==> config.mk <==
export PLATFORM = sky130hd
export DESIGN_NAME = matmul_sequencer
export DESIGN_NICKNAME = d
export VERILOG_FILES = /design/src/rtl/matmul_sequencer.sv
export SDC_FILE = /design/constraint.sdc
export NUM_CORES = 1
export LEC_CHECK = 0
export BUFFER_PORTS_ARGS = -buffer_cell sky130_fd_sc_hd__buf_2
export CORE_MARGIN = 2
export CORE_UTILIZATION = 52
export DETAILED_ROUTE_END_ITERATION = 6
export PLACE_DENSITY = 0.87
export RECOVER_POWER = 100
export SLEW_MARGIN = 5
export SYNTH_ARGS = -nofsm -noshare
export SYNTH_HDL_FRONTEND = slang
export SYNTH_SLANG_ARGS = --single-unit
==> constraint.sdc <==
create_clock -name clk -period 2.26 [get_ports clk]
set_input_delay 0.452 -clock clk [delete_from_list [all_inputs] [get_ports clk]]
set_output_delay 0.452 -clock clk [all_outputs]
set_load 0.01 [all_outputs]
==> src/rtl/matmul_sequencer.sv <==
// Index/address sequencer for C = A x B over operand RAMs, MAC and result RAM.
// Optional cycle counter built only when MATMUL_SEQ_PERF_EN is defined.
module matmul_sequencer #(
  parameter int MAX_N  = 8,
  parameter int ADDR_W = 8
) (
  input  logic              clk,
  input  logic              rst,
  input  logic              start,
  input  logic [3:0]        size,
  input  logic              hold,
  output logic              busy,
  output logic              done,
  output logic              size_err,
  output logic              rd_en,
  output logic [ADDR_W-1:0] a_addr,
  output logic [ADDR_W-1:0] b_addr,
  output logic              mac_en,
  output logic              mac_first,
  output logic              res_we,
  output logic [ADDR_W-1:0] res_addr,
  output logic [15:0]       cycle_count
);

  typedef enum logic [1:0] {S_IDLE, S_RUN, S_DRAIN, S_DONE} state_e;

  localparam logic [4:0] MaxN = 5'(MAX_N);

  state_e            state_q, state_d;
  logic [3:0]        nm1_q, nm1_d;
  logic              err_q, err_d;
  logic [3:0]        i_q, i_d, j_q, j_d, k_q, k_d;
  logic [ADDR_W-1:0] a_base_q, a_base_d, a_q, a_d, b_q, b_d, c_q, c_d;
  logic              s1_valid_q, s1_first_q, s1_last_q;
  logic [ADDR_W-1:0] s1_c_q;
  logic              s2_valid_q;
  logic [ADDR_W-1:0] s2_c_q;

  logic              size_ok, accept, k_wrap, j_wrap, i_wrap;
  logic [ADDR_W-1:0] n_w;

  assign size_ok = (size != 4'd0) && ({1'b0, size} <= MaxN);
  assign accept  = (state_q == S_IDLE) && start;
  assign n_w     = ADDR_W'(nm1_q) + ADDR_W'(1);
  assign k_wrap  = (k_q == nm1_q);
  assign j_wrap  = (j_q == nm1_q);
  assign i_wrap  = (i_q == nm1_q);

  // NOTE: every signal assigned in this block gets a default first, so no
  // path leaves one unassigned and no latch can be inferred.
  always_comb begin
    state_d   = state_q;
    nm1_d     = nm1_q;
    err_d     = err_q;
    busy      = (state_q != S_IDLE);
    rd_en     = (state_q == S_RUN) && !hold;
    done      = (state_q == S_DONE) && !hold;
    size_err  = done && err_q;
    mac_en    = s1_valid_q && !hold;
    mac_first = mac_en && s1_first_q;
    res_we    = s2_valid_q && !hold;

    unique case (state_q)
      S_IDLE: begin
        if (start) begin
          err_d   = !size_ok;
          nm1_d   = size_ok ? size - 4'd1 : nm1_q;
          state_d = size_ok ? S_RUN : S_DONE;
        end
      end
      S_RUN:   if (rd_en && k_wrap && j_wrap && i_wrap) state_d = S_DRAIN;
      // The final write issues in the cycle stage 1 empties; done follows it.
      S_DRAIN: if (!hold && !s1_valid_q) state_d = S_DONE;
      S_DONE:  if (!hold) state_d = S_IDLE;
      default: state_d = S_IDLE;
    endcase
  end

  // Running adders: a = i*N+k, b = k*N+j, c = i*N+j; all wrap to 0 after the last read.
  always_comb begin
    i_d      = i_q;
    j_d      = j_q;
    k_d      = k_q;
    a_base_d = a_base_q;
    a_d      = a_q;
    b_d      = b_q;
    c_d      = c_q;
    if (accept && size_ok) begin
      i_d      = '0;
      j_d      = '0;
      k_d      = '0;
      a_base_d = '0;
      a_d      = '0;
      b_d      = '0;
      c_d      = '0;
    end else if (rd_en) begin
      if (!k_wrap) begin
        k_d = k_q + 4'd1;
        a_d = a_q + ADDR_W'(1);
        b_d = b_q + n_w;
      end else begin
        k_d = '0;
        c_d = c_q + ADDR_W'(1);
        if (!j_wrap) begin
          j_d = j_q + 4'd1;
          a_d = a_base_q;
          b_d = ADDR_W'(j_q) + ADDR_W'(1);
        end else begin
          j_d = '0;
          b_d = '0;
          if (!i_wrap) begin
            i_d      = i_q + 4'd1;
            a_base_d = a_base_q + n_w;
            a_d      = a_base_q + n_w;
          end else begin
            i_d      = '0;
            a_base_d = '0;
            a_d      = '0;
            c_d      = '0;
          end
        end
      end
    end
  end

  // NOTE: state registers use non-blocking assignments so every flop samples
  // the pre-edge values, independent of statement order.
  always_ff @(posedge clk) begin
    if (rst) begin
      state_q    <= S_IDLE;
      nm1_q      <= '0;
      err_q      <= 1'b0;
      i_q        <= '0;
      j_q        <= '0;
      k_q        <= '0;
      a_base_q   <= '0;
      a_q        <= '0;
      b_q        <= '0;
      c_q        <= '0;
      s1_valid_q <= 1'b0;
      s1_first_q <= 1'b0;
      s1_last_q  <= 1'b0;
      s1_c_q     <= '0;
      s2_valid_q <= 1'b0;
      s2_c_q     <= '0;
    end else begin
      state_q  <= state_d;
      nm1_q    <= nm1_d;
      err_q    <= err_d;
      i_q      <= i_d;
      j_q      <= j_d;
      k_q      <= k_d;
      a_base_q <= a_base_d;
      a_q      <= a_d;
      b_q      <= b_d;
      c_q      <= c_d;
      if (!hold) begin
        s1_valid_q <= rd_en;
        s1_first_q <= (k_q == 4'd0);
        s1_last_q  <= k_wrap;
        s1_c_q     <= c_q;
        s2_valid_q <= s1_valid_q && s1_last_q;
        if (s1_valid_q && s1_last_q) s2_c_q <= s1_c_q;
      end
    end
  end

  assign a_addr   = a_q;
  assign b_addr   = b_q;
  assign res_addr = s2_c_q;

`ifdef MATMUL_SEQ_PERF_EN
  logic [15:0] cnt_q;

  always_ff @(posedge clk) begin
    if (rst)                            cnt_q <= '0;
    else if (accept)                    cnt_q <= '0;
    else if (busy && cnt_q != 16'hFFFF) cnt_q <= cnt_q + 16'd1;
  end

  assign cycle_count = cnt_q;
`else
  assign cycle_count = '0;
`endif

endmodule

==> run metrics, run 1 <==
Antenna Cells 0; Startpoint Class register; prevailing post-synth register cell dfxtp_1; worst setup slack after layout 0.0520 ns; CTS Buf Count 9; HP Start size[0]; final max-slew violation count 0; Seq pwr share 0.370; max cap viols 0; router iterations before antenna repair 5; Reg clk slew, reported paths 0.08 ns; Fill cells 653; WL per Instance 15.4 um; reg2reg setup slack 0.05 ns; gr ovfl total 0; PortBufs 38; Initial Utilization 0.529; Min-Delay Endpoint nm1_q[0]; HP Class in2reg; via count 3654; Fin Clk Skew 0.0108 ns; Sequential Area 1430 um^2; Slew HR 0.617; DIE WIDTH 92.0 um; count of final setup violators 0; PwrDens 879 nW/um^2; Net Sw Frac 0.390; sw power 1.58 mW; post-synthesis cell area 4030 um^2; RSZ-0062 raised after global routing yes; share of cells above drive strength 1 0.142; R2R cell count 9; GRT Util Overall 0.230; Clock Power Share 0.248; pin count of the biggest net entering global routing 25; row cnt 32; # IOs 55; Max H-tree Level 3; full die area 8460 um^2; number of global-route vias before repair 3373; worst hold path depth 2; synthesis-to-finish area growth 14.9%; Final min period 2.21 ns; post-synth top area cell dfxtp_1; share of power burned in combinational logic 0.382; drt drc 0; DRT antenna net count 0; DRT Wirelength 9700 um; r2r startpoint nm1_q[2]; RR Endpoint a_addr[4]; global-route wire length before repair 15700 um; Post-synth ARST share 0; setup bufs post-CTS 0; gpl congestion 0.919; Yosys top cell area share 0.353; core area 7610 um^2; Hold-fix buffers, CTS 0; Max Clk Rate 453 MHz; syn avg cell area 8.53 um^2; Unique masters post-synth 59; main area contributors after synthesis dfxtp_1 35%, ha_1 7.1%, xnor2_1 5.0%; Worst setup EP type register; CP arrival 2.49 ns; final cycle utilization of the critical path 0.977; Max VDD drop 0.000502 V; estimated wirelength of the detail-placed design 6700 um; Yosys reg bits 71; Lkg Pwr 1.76 nW; Worst Path Max Fanout 5; status finished, final reports clean; Clock Latency Late Sink 0.35 ns; P_int 2.48 mW; post-synthesis sequential area ratio 0.353; Multi-input gate area 2450 um^2; Hold Vio Cnt, Final 0; worst slew pin tran 0.573 ns; Clock Path Buffers 2; initial DRC count 289; clock sink count 71; Via density 5.79; root buffer cell clkbuf_8; Post-synth EDFFs 0; fin nets 558; chip height 92.0 um; Place WS -0.0251 ns; fin util 0.608; Yosys warning count 0; Mapped Cells 472; initial antenna violation count 0; Crit Path Class reg2reg; TritonCTS clock tree built; Critical Path RT 2.54 ns
==> critical path: stages, from the launching register on <==
cell and delay, ns:
dfxtp_4 0.39, nand3_1 0.11, xnor2_2 0.18, ha_1 0.34
o21ai_0 0.28, a21oi_2 0.07, buf_4 0.15, a2111oi_4 0.34
o211ai_1 0.14, a21oi_1 0.13
==> synth_stat cells, types with 4 or more instances <==
master,number
buf_1,5
inv_1,12
buf_4,16
dfxtp_1,71
clkbuf_1,12
nor2b_1,5
xnor2_1,23
a211oi_1,16
nor4_1,5
a31oi_1,5
nor2_1,51
o21ai_0,8
nor3b_1,5
buf_2,6
o211ai_1,5
nor3_1,10
a21o_1,8
nand3_1,27
or3_1,5
nand4_1,8
ha_1,23
a21oi_1,32
and2_1,4
nand2_1,36
xor2_1,16
mux2i_1,9
==> cell families (layout without fill, tap and decap cells) <==
logic type,after synthesis,after routing,synth area share
AO/OA/AOI/OAI,97,97,0.165
XOR/XNOR,39,39,0.0849
adder cells (fa/ha/maj),25,25,0.0814
buffers and inverters,54,96,0.0709
flip-flops,71,71,0.353
multiplexers,9,9,0.0224
other,1,16,0.000932
AND/OR/NAND/NOR,176,176,0.222
==> power groups by stage <==
stage / sequential, mW / clock (mW) / combinational, mW
2_1_floorplan: 1.49 / 0 / 1.06
3_3_place_gp: 1.50 / 0 / 1.43
3_5_place_dp: 1.52 / 0 / 1.47
4_1_cts: 1.49 / 1.01 / 1.50
5_1_grt: 1.52 / 1.07 / 1.70
6_report: 1.50 / 1.01 / 1.55
==> metrics by stage <==
step | hold slack, ns | instance area [um^2] | std cells | total power [mW] | TNS (ns)
floorplan | 0.432 | 4080 | 487 | 2.55 | 0
global placement | 0.438 | 4390 | 616 | 2.93 | 0
detailed placement | 0.444 | 4390 | 616 | 2.99 | -0.0496
CTS | 0.313 | 4610 | 631 | 4.00 | 0
global route | 0.323 | 4620 | 631 | 4.29 | -0.0429
finish | 0.317 | 4620 | 631 | 4.06 | 0
==> how the worst max path moves through the flow <==
stage	startpoint	depth (start not counted)	end	slack (ns)
after detailed placement	nm1_q[0]	8	a_base_q[6]	-0.03
final	nm1_q[2]	9	a_addr[4]	0.05
after global routing	nm1_q[0]	8	a_base_q[6]	-0.02
after floorplan	nm1_q[0]	9	a_addr[7]	0.07
after CTS	nm1_q[2]	8	a_addr[7]	0.04
after global placement	nm1_q[2]	9	a_addr[4]	0.05
==> layout by cell type (no fill, tap or decap), drive strengths merged, types with 3 or more instances in the layout <==
| cell type | synthesis | layout |
|---|---|---|
| o21ai | 9 | 9 |
| a21o | 8 | 8 |
| or3 | 5 | 5 |
| nand4 | 8 | 8 |
| dfxtp | 71 | 71 |
| nor3 | 10 | 10 |
| buf | 29 | 34 |
| and3 | 3 | 3 |
| nor2 | 51 | 51 |
| and2 | 4 | 4 |
| xnor2 | 23 | 23 |
| xor2 | 16 | 16 |
| a22oi | 3 | 3 |
| nor2b | 5 | 5 |
| nand2b | 3 | 3 |
| conb | 1 | 16 |
| nand2 | 36 | 36 |
| a211oi | 17 | 17 |
| and4 | 3 | 3 |
| a31oi | 5 | 5 |
| nor3b | 5 | 5 |
| mux2i | 9 | 9 |
| clkinv | 1 | 4 |
| nor4 | 8 | 8 |
| nand3 | 27 | 27 |
| o211ai | 5 | 5 |
| o22ai | 3 | 3 |
| ha | 23 | 23 |
| inv | 12 | 13 |
| clkbuf | 12 | 44 |
| a21oi | 32 | 32 |
==> flip-flops by register name, summed over array words and instances, names as in the netlist <==
register	cells
a_base_q	8
s1_c_q	8
c_q	8
err_q	1
s1_first_q	1
s2_valid_q	1
s1_valid_q	1
j_q	4
k_q	4
state_q	2
i_q	4
a_addr	8
b_addr	8
res_addr	8
s1_last_q	1
nm1_q	4
==> repair_timing <==
action / CTS / global route
resized for setup: 4 / 14
endpoints found under the setup margin: 5 / 11
pin swaps: 0 / 4
==> metal layers <==
metal / share of wire / global-route usage
met1: 0.44 / 0.295
met2: 0.47 / 0.366
met3: 0.076 / 0.0641
met4: 0.021 / 0.0933
met5: 0 / 0
==> final cells by class <==
| type | instances | share of cell area |
|---|---|---|
| multi-input combinational | 362 | 0.531 |
| clock buffer | 10 | 0.0298 |
| sequential | 71 | 0.310 |
| tap | 102 | 0.0276 |
| inverter | 13 | 0.0106 |
| clock inverter | 5 | 0.0124 |
| timing repair buffer | 68 | 0.0790 |
Note: power is estimated with default switching activity, not from simulation.
==> run 2, diff against run 1 <==
--- a/config.mk
+++ b/config.mk
@@ -5,10 +5,12 @@
 export SDC_FILE = /design/constraint.sdc
 export NUM_CORES = 1
 export LEC_CHECK = 0
-export BUFFER_PORTS_ARGS = -buffer_cell sky130_fd_sc_hd__buf_2
+export CELL_PAD_IN_SITES_DETAIL_PLACEMENT = 1
+export CELL_PAD_IN_SITES_GLOBAL_PLACEMENT = 2
 export CORE_MARGIN = 2
-export CORE_UTILIZATION = 52
+export CORE_UTILIZATION = 35
 export DETAILED_ROUTE_END_ITERATION = 6
+export DONT_BUFFER_PORTS = 1
 export PLACE_DENSITY = 0.87
 export RECOVER_POWER = 100
 export SLEW_MARGIN = 5
==> run 2 against run 1 <==
Setup slack worse by 0.018 ns; fmax is 0.81% lower; clock skew hardly changed; sequential power hardly changed; clock power is 39% higher; hold slack worse by 0.15 ns; combinational power is 6% higher; global-route usage is 4.3 points lower; die area is 46% higher; count of clock-buffer cells in the layout is 1 lower; core utilization is 18 points lower; design area is 4.0% higher; largest cell class unchanged; largest power group unchanged; highest routed layer unchanged.
==> run metrics, run 2 (synthesis results as in run 1) <==
status finished, final reports clean; Via density 5.38; Max H-tree Level 3; commonest non-fill, non-tap cell in the layout dfxtp_1; pin count of the biggest net entering global routing 30; commonest non-fill, non-tap cells in the layout 68 x dfxtp_1, 48 x nor2_1, 36 x nand2_1, 34 x buf_4, 30 x a21oi_1; via count 3511; share of cells above drive strength 1 0.181; count of final setup violators 0; row cnt 39; final cycle utilization of the critical path 0.985; Place WS -0.152 ns; met3 Track Usage GR 0.0426; Worst Path Max Fanout 5; DRT Wirelength 11500 um; DRT antenna net count 0; RSZ-0062 raised after global routing yes; estimated wirelength of the detail-placed design 8190 um; Fin Clk Skew 0.0107 ns; PortBufs 0; gr ovfl total 0; drt drc 0; GR Util met2 0.327; DIE WIDTH 111 um; fin nets 537; initial antenna violation count 0; root buffer cell clkbuf_16; HP Class in2reg; Worst setup EP type register; PwrDens 952 nW/um^2; # IOs 55; setup_tns 0 ns; number of global-route vias before repair 3714; initial DRC count 109; Clock Path Buffers 2; Reg clk slew, reported paths 0.06 ns; Crit Path Class reg2reg; core area 11300 um^2; WL per Instance 17.6 um; full die area 12400 um^2; Tot Pwr 4.58 mW; router iterations before antenna repair 4; TritonCTS clock tree built; clock sink count 71; Max VDD drop 0.000447 V; Final min period 2.23 ns; max cap viols 0; worst slew pin tran 0.551 ns; Hold Vio Cnt, Final 0; GRT Util Overall 0.187; grt peak-use layer met2; Critical Path RT 2.53 ns; global-route wire length before repair 18700 um; met1 Resource Use GR 0.224; Max Clk Rate 449 MHz; fin util 0.425; Initial Utilization 0.356; worst setup slack after layout 0.0339 ns; CP arrival 2.50 ns; Slew HR 0.633; chip height 111 um; Clock Latency Late Sink 0.35 ns; final max-slew violation count 0; CTS Buf Count 9; Lkg Pwr 1.85 nW; Startpoint Class register; Antenna Cells 0; synthesis-to-finish area growth 19.5%; gpl congestion 0.820
==> run 2: repair_timing <==
| item | 4_1_cts | 5_1_grt |
|---|---|---|
| pin swaps | 6 | 14 |
| buffers inserted | 2 | 7 |
| hold buffers | 0 | 0 |
| endpoints found under the setup margin | 10 | 26 |
| gates resized for setup | 12 | 22 |
| endpoints found under the hold margin | 0 | 0 |
==> run 2: metrics by stage <==
stage	cells	cell area, um^2	hold WS (ns)
global route	652	4810	0.160
CTS	645	4690	0.162
finish	652	4810	0.165
floorplan	487	4080	0.432
detailed placement	627	4310	0.454
global placement	627	4310	0.433
==> run 2: final timing paths <==
check	start	to	slack, ns	cells past startpoint
worst min-delay path	rst	nm1_q[0]	0.17	1
worst max-delay path	nm1_q[0]	b_addr[5]	0.03	8
worst max register to register	nm1_q[0]	b_addr[5]	0.03	8
worst min register to register	s1_c_q[2]	res_addr[2]	0.46	2
==> run 2: cell type report <==
cell class,instances,area [um^2]
fillers,1341,6510
clock inverters,7,63.8
clock buffers,9,225
repair buffers,47,335
inverters,13,48.8
flip-flops and latches,71,1430
multi-input cells,362,2530
well taps,143,179
==> run 2: worst max-delay path: stages (launching register included) <==
cell	delay (ns)
dfxtp_4	0.39
nand3_2	0.10
xnor2_2	0.29
buf_4	0.17
buf_4	0.09
ha_1	0.25
a21o_1	0.24
or3b_2	0.45
a31oi_1	0.16
==> run 2: power breakdown <==
part           internal (mW)  total (mW)  switching (mW)  leakage, nW
Combinational          0.655        1.65           0.995         1.14
Clock                  0.768        1.40           0.630        0.136
Sequential              1.36        1.53           0.170        0.577
==> run 2: per-layer routing <==
layer	wire, um	vias up
li1	-	1718
met1	5160	1732
met2	5740	45
met3	379	16
met4	217	0
met5	0	-
==> run 3, diff against run 2 <==
--- a/config.mk
+++ b/config.mk
@@ -13,6 +13,7 @@
 export DONT_BUFFER_PORTS = 1
 export PLACE_DENSITY = 0.87
 export RECOVER_POWER = 100
+export SETUP_SLACK_MARGIN = 0.5
 export SLEW_MARGIN = 5
 export SYNTH_ARGS = -nofsm -noshare
 export SYNTH_HDL_FRONTEND = slang
==> run 3 against run 2 <==
Register-to-register slack hardly changed; first-iteration DRC count is 140% higher; final cell count is 2.0% higher; wire length is 32% higher; total power is 24% higher; flip-flop and latch count stayed put; via count is 10% higher; design area is 14% higher.
==> run metrics, run 3 (synthesis results as in run 1) <==
status finished, final reports clean; CP Buf/Inv Count 1; clock sink count 71; HP Class in2reg; Max VDD drop 0.000608 V; core area 11300 um^2; R2R cell count 9; RR Endpoint a_base_q[3]; Fill cells 1269; Worst setup EP type register; Tot Pwr 5.66 mW; DIE WIDTH 111 um; estimated wirelength of the detail-placed design 8290 um; CTS Buf Count 9; Reg clk slew, reported paths 0.07 ns; synthesis-to-finish area growth 36.0%; Most common cell on crit path ha_4; setup_tns 0 ns; max incr delay on CP 0.42 ns; Place WS -0.0918 ns; PortBufs 0; worst path cell trace ha_4 > xor2_4 > ha_4 > o21ai_4 > nor2_4 > buf_6 > nor4_4 > a22oi_2 > nor2_1; count of final setup violators 0; Startpoint Class register; gpl congestion 0.865; chip height 111 um; global-route wire length before repair 21100 um; worst hold path depth 1; max cap viols 0; Clock Latency Late Sink 0.36 ns; gr ovfl total 0; Post-Layout Cell Count 665; post-route cell area 5470 um^2; commonest non-fill, non-tap cell in the layout dfxtp_1; full die area 12400 um^2; final max-slew violation count 0; router iterations before antenna repair 4; DRT Wirelength 15200 um; Fin Clk Skew 0.00773 ns; Multi-input gate area 2910 um^2; pin count of the biggest net entering global routing 30; initial antenna violation count 0; commonest non-fill, non-tap cells in the layout 64 x dfxtp_1, 47 x nor2_1, 38 x buf_4, 33 x nand2_1, 27 x a21oi_1; Final min period 2.23 ns; drt drc 0; Max H-tree Level 3; reg2reg setup slack 0.03 ns; Min-Delay Endpoint nm1_q[0]; number of global-route vias before repair 3908; worst slew pin tran 0.745 ns; top cell family by delay on the critical path simple AND/OR/NAND/NOR gates; Sequential Area 1440 um^2; # IOs 55; Worst Path Max Fanout 6; TritonCTS clock tree built; final cycle utilization of the critical path 0.988; PwrDens 1030 nW/um^2; fin nets 550; initial DRC count 261; GRT Util Overall 0.215; Max Clk Rate 448 MHz; Via density 5.81; DP Area 4320 um^2; Initial Utilization 0.356; Lkg Pwr 2.01 nW; Slew HR 0.503; WL per Instance 22.9 um; HP Start rst; DRT antenna net count 0; placed insts 613; Clock Path Buffers 2; Hold Vio Cnt, Final 0; row cnt 39; share of cells above drive strength 1 0.303; CP arrival 2.51 ns; r2r startpoint nm1_q[1]; Crit Path Class reg2reg; Critical Path RT 2.54 ns; worst setup slack after layout 0.0269 ns; root buffer cell clkbuf_16; via count 3863; Worst path slowest cell dfxtp_4; Antenna Cells 0; RSZ-0062 raised after global routing yes
## run 3: changes by cell type in the layout (fill, tap and decap cells not counted), moves of 5 or more
cell	change
ha_4	+6
ha_1	-7
buf_12	+5
buf_6	+7
## run 3: worst max path at each step
stage | end | start | slack, ns | cells after the start
after floorplan | a_addr[7] | nm1_q[0] | 0.22 | 8
after global placement | a_addr[4] | nm1_q[0] | -0.001 | 8
after detailed placement | a_addr[4] | nm1_q[0] | -0.09 | 8
after CTS | a_addr[4] | nm1_q[0] | 0.09 | 8
after global routing | a_addr[7] | nm1_q[1] | -0.04 | 8
final | a_base_q[3] | nm1_q[1] | 0.03 | 9
## run 3: timing repair
item / CTS / global route
cloned: 1 / 2
pin swaps: 21 / 24
resized for setup: 52 / 61
hold buffers: 0 / 0
buffers inserted: 18 / 15
setup endpoints to repair: 47 / 51
## run 3: area by class of cell
| class | count | area share |
|---|---|---|
| clock inverters | 7 | 0.0146 |
| flip-flops and latches | 71 | 0.263 |
| well taps | 143 | 0.0327 |
| repair buffers | 60 | 0.106 |
| inverters | 13 | 0.0107 |
| multi-input cells | 362 | 0.532 |
| clock buffers | 9 | 0.0411 |
## run 3: per-layer routing
metal	track usage	part of all wire
met5	0	0
met4	0.104	0.042
met3	0.0383	0.049
met2	0.363	0.50
met1	0.263	0.41
## run 3: stage by stage
stage	hold slack [ns]	util
after floorplan	0.432	-
after global placement	0.431	0.382
after detailed placement	0.448	0.382
after CTS	0.160	0.446
after global routing	0.149	0.484
final	0.162	0.484
## run 3: power breakdown
group	total, mW	internal [mW]	switching (mW)
Clock	1.53	0.867	0.659
Combinational	2.56	1.14	1.41
Sequential	1.58	1.36	0.215
